==> config.mk <==
export PLATFORM = sky130hd
export DESIGN_NAME = coax_rx_buffer
export DESIGN_NICKNAME = d
export VERILOG_FILES = /design/src/rtl/coax_rx_buffer_pkg.sv /design/src/rtl/coax_fifo.sv /design/src/rtl/coax_rx_buffer.sv
export SDC_FILE = /design/constraint.sdc
export NUM_CORES = 2
export LEC_CHECK = 0
export ABC_AREA = 0
export CAP_MARGIN = 15
export CORE_ASPECT_RATIO = 1.25
export CORE_MARGIN = 4
export CORE_UTILIZATION = 40
export DETAILED_ROUTE_END_ITERATION = 6
export SYNTH_ARGS = -nofsm -noshare
export SYNTH_HDL_FRONTEND = slang
export SYNTH_SLANG_ARGS = --single-unit
==> constraint.sdc <==
create_clock -name clk -period 5.44 [get_ports clk]
set_clock_uncertainty 0.2 [all_clocks]
set_input_delay 0.816 -clock clk [delete_from_list [all_inputs] [get_ports clk]]
set_output_delay 0.816 -clock clk [all_outputs]
set_load 0.1 [all_outputs]
==> src/rtl/coax_rx_buffer_pkg.sv <==
// Shared definitions for the coax receive buffer: receiver error codes and FSM states.
package coax_rx_buffer_pkg;

  localparam int WORD_W = 10;

  // Error codes shared with the coax receiver; one bit per fault class.
  localparam logic [WORD_W-1:0] ERROR_LOSS_OF_MID_BIT_TRANSITION = 10'd1;
  localparam logic [WORD_W-1:0] ERROR_PARITY                     = 10'd2;
  localparam logic [WORD_W-1:0] ERROR_INVALID_END_SEQUENCE       = 10'd4;
  localparam logic [WORD_W-1:0] ERROR_OVERFLOW                   = 10'd8;

  typedef enum logic [1:0] {
    IDLE,
    RECEIVING,
    ERROR
  } rx_state_e;

endpackage

==> src/rtl/coax_fifo.sv <==
// Generic synchronous first-word-fall-through FIFO with flush and occupancy count.
module coax_fifo #(
  parameter int WIDTH = 10,
  parameter int DEPTH = 256
) (
  input  logic                       clk,
  input  logic                       reset,
  input  logic                       flush,
  input  logic                       push,
  input  logic                       pop,
  input  logic [WIDTH-1:0]           wdata,
  output logic [WIDTH-1:0]           rdata,
  output logic                       empty,
  output logic                       full,
  output logic [$clog2(DEPTH):0]     count
);

  localparam int AW = $clog2(DEPTH);

  logic [WIDTH-1:0] mem [DEPTH];
  logic [AW:0]      wr_cnt;
  logic [AW:0]      rd_cnt;
  logic             do_push;
  logic             do_pop;

  // A pop on an empty FIFO is dropped; a push on a full FIFO only succeeds with a same-cycle pop.
  assign do_pop  = pop && !empty;
  assign do_push = push && (!full || do_pop);

  assign count = wr_cnt - rd_cnt;
  assign empty = (count == '0);
  assign full  = (count == (AW+1)'(DEPTH));
  assign rdata = mem[rd_cnt[AW-1:0]];

  always_ff @(posedge clk or posedge reset) begin
    if (reset) begin
      wr_cnt <= '0;
      rd_cnt <= '0;
    end else if (flush) begin
      wr_cnt <= '0;
      rd_cnt <= '0;
    end else begin
      // NOTE: non-blocking assignments so both counters update from the same pre-edge values.
      if (do_push) wr_cnt <= wr_cnt + 1'b1;
      if (do_pop)  rd_cnt <= rd_cnt + 1'b1;
    end
  end

  // NOTE: the storage array has no reset; validity is tracked by the counters alone.
  always_ff @(posedge clk) begin
    if (do_push && !flush) mem[wr_cnt[AW-1:0]] <= wdata;
  end

endmodule

==> src/rtl/coax_rx_buffer.sv <==
// Receive buffer behind the coax receiver: frames words into a FWFT FIFO,
// latches receiver/overflow errors and pulses frame_end when the line goes idle.
module coax_rx_buffer
  import coax_rx_buffer_pkg::*;
#(
  parameter int DEPTH = 256
) (
  input  logic                     clk,
  input  logic                     reset,
  input  logic                     rx_active,
  input  logic                     rx_error,
  input  logic [9:0]               rx_data,
  input  logic                     rx_strobe,
  input  logic                     read_strobe,
  input  logic                     clear,
  output logic [9:0]               data,
  output logic                     empty,
  output logic                     full,
  output logic [$clog2(DEPTH):0]   depth,
  output logic                     error,
  output logic                     frame_end
);

  rx_state_e         state, next_state;
  logic [WORD_W-1:0] err_code, next_code;
  logic [WORD_W-1:0] head;
  logic              next_frame_end;
  logic              push, pop, push_req, overflow;

  coax_fifo #(.WIDTH(WORD_W), .DEPTH(DEPTH)) u_fifo (
    .clk   (clk),
    .reset (reset),
    .flush (clear),
    .push  (push),
    .pop   (pop),
    .wdata (rx_data),
    .rdata (head),
    .empty (empty),
    .full  (full),
    .count (depth)
  );

  always_ff @(posedge clk or posedge reset) begin
    if (reset) begin
      state     <= IDLE;
      err_code  <= '0;
      frame_end <= 1'b0;
    end else begin
      state     <= next_state;
      err_code  <= next_code;
      frame_end <= next_frame_end;
    end
  end

  // NOTE: every output of this block gets a default first so no latch is inferred.
  always_comb begin
    next_state     = state;
    next_code      = err_code;
    next_frame_end = 1'b0;
    push           = 1'b0;
    pop            = 1'b0;
    push_req       = 1'b0;
    overflow       = 1'b0;

    if (clear) begin
      next_state = IDLE;
    end else if (state != ERROR) begin
      // While rx_error is high rx_data carries a code, not a word.
      push_req = rx_strobe && !rx_error;
      push     = push_req;
      pop      = read_strobe;
      overflow = push_req && full && !(read_strobe && !empty);

      if (rx_error) begin
        next_state = ERROR;
        next_code  = rx_data;
      end else if (overflow) begin
        next_state = ERROR;
        next_code  = ERROR_OVERFLOW;
      end else if (state == IDLE && rx_active) begin
        next_state = RECEIVING;
      end else if (state == RECEIVING && !rx_active) begin
        next_state     = IDLE;
        next_frame_end = 1'b1;
      end
    end
  end

  assign error = (state == ERROR);
  assign data  = error ? err_code : (empty ? '0 : head);

endmodule

==> results.md <==
Status:
- The flow ran to the end, but the final reports show violations.
- The final reports fail on DRC, setup timing.

Place:
- The final weighted congestion of routability-driven global placement is 0.945.
- The number of port buffers is 39.
- The estimated wirelength of the detail-placed design is ~180000 µm.
- The placement-stage cell area is 109000 µm².

Timing:
- Setup repair after global routing could not meet its margin everywhere.
- For this run, the top clock speed supported by timing is around 170 MHz.
- For the final routed database, the setup TNS stands at -1.09 ns.
- The number of pins with negative max-slew slack in the final report is 0.
- For the pin with the worst max-slew slack, the measured transition is around 1.3 ns.
- The number of failing setup endpoints in the final timing report is 9.
- The max-slew headroom at the worst pin is 0.103.
- The post-route clock period utilization is 1.07.
- The worst setup slack after layout is -0.354 ns.
- The final hold violation count is 0.
- The minimum clock period is 5.79 ns.

Die:
- The floorplan step defined a core boundary enclosing 252000 µm².
- The number of top-level pins is 40.
- The area enclosed by the die boundary is 262000 µm².
- The die boundary width is 459 µm.
- The chip height is ~570 µm.
- Row generation in the floorplan step produced 206 rows.
- The starting density of the core is 0.402.

Synth:
- The Yosys warning count is 0.
- After synthesis, the share of flip-flops with an asynchronous set or reset is 0.0120.
- The leading register cell type out of synthesis is sky130_fd_sc_hd__edfxtp_1.
- The dominant cell type by area after synthesis is sky130_fd_sc_hd__edfxtp_1.
- In this run the cell area of the synthesized design comes to 101000 µm².
- The number of synthesized flops with an enable pin is 2560.
- The number of unique standard cell types used by synthesis is 79.
- The part of the Yosys area used for sequential elements is 0.765.
- A synthesized cell averages between 20 and 25 µm².
- Of the post-synthesis cell area, the dominant cell type holds 0.757.
- Synthesis handed over a netlist of 4750 instances.
- The number of register bits inferred by synthesis is 2591.
- Synthesis produced a netlist with a net count of 4781.
- In the post-synthesis netlist, the biggest area contributors are sky130_fd_sc_hd__edfxtp_1 76%, sky130_fd_sc_hd__mux4_2 14%, sky130_fd_sc_hd__mux2i_1 1.2%.

Min path:
- The type of the worst min-delay path is input pin to async pin.

GRT:
- The via count of the first global-routing pass was 52300.
- The initial antenna violation count is 12.
- The global-route congestion overflow total is 0.
- The combined global-route utilization of all metal layers is 0.222.
- The first global-routing pass estimated 413000 µm of wire.
- Entering global routing, the biggest net connects 159 pins.

Power:
- The final total power is 0.0426 W.
- The analysis attributes to cell leakage a power of 36.6 nW.
- The areal power density over the cells is 363 nW/µm².
- VDD sags by at most 0.265 mV.

Critical path:
- At the worst endpoint, the arrival time is 4.78 ns.
- Of all nets on the critical path, the largest fanout is 5.
- The kind of critical path is flop to output pin.
- The worst setup path is launched from a flop.
- Data on the critical path is required at its endpoint by around 4.4 ns.
- STA classifies the critical path endpoint as an output pin.

Clock tree:
- The clock transition at the registers of the reported paths is 0.07 ns.
- The CTS H-tree depth is 4.
- TritonCTS built the clock tree.
- At the later pin of the worst-skew pair, clock insertion delay measures 0.91 ns.
- The clock net sink count is approximately 2600.
- After clock tree synthesis, the flow added hold-fix buffers numbering 0.
- The cell chosen for the clock root is sky130_fd_sc_hd__clkbuf_16.
- Buffers inserted during clock tree synthesis total 238.
- The largest buffer count on any clock path is 4.

Layout:
- The net count of the finished layout is 5334.
- The cell area after layout is 117000 µm².
- The fraction of final layout cells sized beyond drive strength 1 is 0.297.
- From synthesis to final layout, the design area changed by 15.6%.
- The post-layout utilization of the core is 0.465.
- Fill cells in the final layout number 20700.

Job:
- The max-capacitance violation count is 0.

Detailed routing:
- The final layout contains routed wiring with a total length of around 300000 µm.
- The first detailed-routing pass ran for 7 iterations.
- The via-per-instance ratio is 5.99.
- Summing over every cut layer, the via total after detailed routing is 52900.
- The detailed router finished its first iteration with approximately 7500 violations.
- For this run, design rule violations remaining after detail routing come to 13.
- The count of nets left with antenna violations once routing finished came out at 0.
- The average wire length per cell after detail routing is approximately 34 µm.
registers in the layout (all words and copies together) (netlist names):
register / cells
state: 2
u_fifo.rd_cnt: 9
err_code: 10
frame_end: 1
u_fifo.wr_cnt: 9
u_fifo.mem: 2560
routing by layer:
| layer | routed length (µm) | GRT usage |
|---|---|---|
| met5 | 0 | 0 |
| met4 | 15100 | 0.0984 |
| met3 | 26800 | 0.0433 |
| met2 | 142000 | 0.358 |
| met1 | 112000 | 0.294 |
cells in the mapped netlist, types with 6 or more instances:
library cell                number
sky130_fd_sc_hd__ha_1           13
sky130_fd_sc_hd__a31o_2          6
sky130_fd_sc_hd__nor2_1        319
sky130_fd_sc_hd__nand3_1        44
sky130_fd_sc_hd__buf_4          17
sky130_fd_sc_hd__inv_1          21
sky130_fd_sc_hd__buf_6          42
sky130_fd_sc_hd__buf_2          86
sky130_fd_sc_hd__a31oi_1        21
sky130_fd_sc_hd__nand2_1       159
sky130_fd_sc_hd__mux4_2        613
sky130_fd_sc_hd__mux4_1         22
sky130_fd_sc_hd__buf_12          8
sky130_fd_sc_hd__o311ai_0        8
sky130_fd_sc_hd__a22o_1         18
sky130_fd_sc_hd__o211ai_1       12
sky130_fd_sc_hd__buf_8          21
sky130_fd_sc_hd__o21ai_0        46
sky130_fd_sc_hd__a22oi_1        85
sky130_fd_sc_hd__clkbuf_1       88
sky130_fd_sc_hd__and2_1          8
sky130_fd_sc_hd__a21oi_1        54
sky130_fd_sc_hd__mux2_2         13
sky130_fd_sc_hd__o31ai_1        14
sky130_fd_sc_hd__nand2b_1       21
sky130_fd_sc_hd__edfxtp_1     2560
sky130_fd_sc_hd__mux2i_1       126
sky130_fd_sc_hd__dfrtp_1        31
sky130_fd_sc_hd__nor4_1          6
sky130_fd_sc_hd__and3_1         10
sky130_fd_sc_hd__o22ai_1        31
sky130_fd_sc_hd__a211oi_1        6
sky130_fd_sc_hd__a32o_1         11
sky130_fd_sc_hd__nor2b_1        12
sky130_fd_sc_hd__o221ai_1        8
sky130_fd_sc_hd__a21o_1          6
sky130_fd_sc_hd__a311oi_1        6
sky130_fd_sc_hd__a32oi_1         8
sky130_fd_sc_hd__a2111oi_0       6
sky130_fd_sc_hd__buf_1          18
sky130_fd_sc_hd__a221oi_1       30
sky130_fd_sc_hd__or4_1           7
sky130_fd_sc_hd__nand4_1        28
sky130_fd_sc_hd__nor3_1         10
area by class of cell:
class / instances / area (µm²) / share of cell area
flip-flops and latches: 2591 / 77700 / 0.662
repair buffers: 596 / 5910 / 0.0503
well taps: 3328 / 4160 / 0.0355
multi-input cells: 1850 / 22300 / 0.190
diodes: 7 / 17.5 / 0.000149
clock inverters: 136 / 1010 / 0.00859
clock buffers: 291 / 6150 / 0.0524
inverters: 26 / 115 / 0.000981
worst max-delay path, stage by stage (launching register included):
cell and delay [ns]:
sky130_fd_sc_hd__dfrtp_4 0.45, sky130_fd_sc_hd__buf_12 0.16, sky130_fd_sc_hd__ha_4 0.15, sky130_fd_sc_hd__inv_4 0.03, sky130_fd_sc_hd__fa_2 0.39, sky130_fd_sc_hd__a211o_1 0.34
sky130_fd_sc_hd__a2111oi_2 0.28, sky130_fd_sc_hd__nand3b_1 0.18, sky130_fd_sc_hd__nor4bb_1 0.07, sky130_fd_sc_hd__nand4_1 0.20, sky130_fd_sc_hd__buf_4 0.17, sky130_fd_sc_hd__nand2_2 0.10
sky130_fd_sc_hd__a222oi_1 0.91, sky130_fd_sc_hd__buf_4 0.26, sky130_fd_sc_hd__buf_12 0.17
cell families (layout without fill, tap and decap cells):
group / count (synthesis) / after routing / share of synthesized area
flops: 2591 / 2591 / 0.765
fa+ha+maj: 14 / 14 / 0.00180
mux: 774 / 774 / 0.156
compound gates: 410 / 410 / 0.0292
other cells: 0 / 7 / 0
xor+xnor: 5 / 5 / 0.000431
buf+inv: 309 / 1049 / 0.0200
simple gates: 647 / 647 / 0.0279
worst paths after layout:
| check | startpoint | to | slack, ns | cells after the start |
|---|---|---|---|---|
| setup / recovery | u_fifo.rd_cnt[0]$_DFFE_PP0P_ | data[5] | -0.35 | 14 |
| hold / removal | reset | u_fifo.rd_cnt[8]$_DFFE_PP0P_ | 0.14 | 3 |
| setup reg to reg | u_fifo.rd_cnt[3]$_DFFE_PP0P_ | u_fifo.mem[227][6]$_DFFE_PP_ | 0.72 | 12 |
| hold reg to reg | err_code[4]$_DFFE_PP0P_ | err_code[4]$_DFFE_PP0P_ | 0.38 | 2 |
| max in group asynchronous | reset | u_fifo.rd_cnt[3]$_DFFE_PP0P_ | 4.49 | 3 |
| min in group clk | rx_data[5] | u_fifo.mem[73][5]$_DFFE_PP_ | 0.23 | 1 |
repair_timing:
action,4_1_cts,5_1_grt
setup buffers,42,14
gates resized for setup,119,60
pin swaps,12,22
cloned,9,5
endpoints found under the setup margin,11,10
through the flow:
stage                     hold WS, ns  worst slack [ns]  std cells
after floorplan                 0.299             -1.10       4750
after global placement          0.331            -0.214       8321
after detailed placement        0.350          -0.00561       8322
after CTS                       0.118            -0.171       8799
after global routing            0.181            -0.315       8819
final                           0.144            -0.354       8825
power breakdown:
part,switching [W],internal [W]
logic,0.00272,0.00212
registers,0.0000279,0.0219
clock network,0.00727,0.00854
total,0.0100,0.0326
placed cells by master (no fill, tap or decap), types with 8 or more instances in the layout:
cell,netlist,final
sky130_fd_sc_hd__edfxtp_1,2560,2560
sky130_fd_sc_hd__mux4_2,613,613
sky130_fd_sc_hd__buf_4,17,469
sky130_fd_sc_hd__nor2_1,319,315
sky130_fd_sc_hd__clkbuf_16,0,243
sky130_fd_sc_hd__nand2_1,159,153
sky130_fd_sc_hd__mux2i_1,126,123
sky130_fd_sc_hd__a22oi_1,85,79
sky130_fd_sc_hd__clkinv_1,2,69
sky130_fd_sc_hd__clkbuf_1,88,53
sky130_fd_sc_hd__buf_12,8,52
sky130_fd_sc_hd__a21oi_1,54,47
sky130_fd_sc_hd__nand3_1,44,42
sky130_fd_sc_hd__clkinv_2,0,41
sky130_fd_sc_hd__o21ai_0,46,39
sky130_fd_sc_hd__nand4_1,28,28
sky130_fd_sc_hd__o22ai_1,31,27
sky130_fd_sc_hd__dfrtp_1,31,25
sky130_fd_sc_hd__buf_6,42,23
sky130_fd_sc_hd__mux4_1,22,22
sky130_fd_sc_hd__a221oi_1,30,21
sky130_fd_sc_hd__nand2b_1,21,20
sky130_fd_sc_hd__a31oi_1,21,19
sky130_fd_sc_hd__a22o_1,18,18
sky130_fd_sc_hd__inv_1,21,17
sky130_fd_sc_hd__buf_16,0,16
sky130_fd_sc_hd__o31ai_1,14,13
sky130_fd_sc_hd__mux2_2,13,13
sky130_fd_sc_hd__o211ai_1,12,12
sky130_fd_sc_hd__bufinv_16,0,11
sky130_fd_sc_hd__ha_1,13,10
sky130_fd_sc_hd__nor3_1,10,9
sky130_fd_sc_hd__nor2b_1,12,9
sky130_fd_sc_hd__and3_1,10,9
sky130_fd_sc_hd__clkdlybuf4s50_1,0,9
sky130_fd_sc_hd__a221oi_2,0,8
sky130_fd_sc_hd__clkbuf_8,0,8
Power figures use the tool's default switching activity.
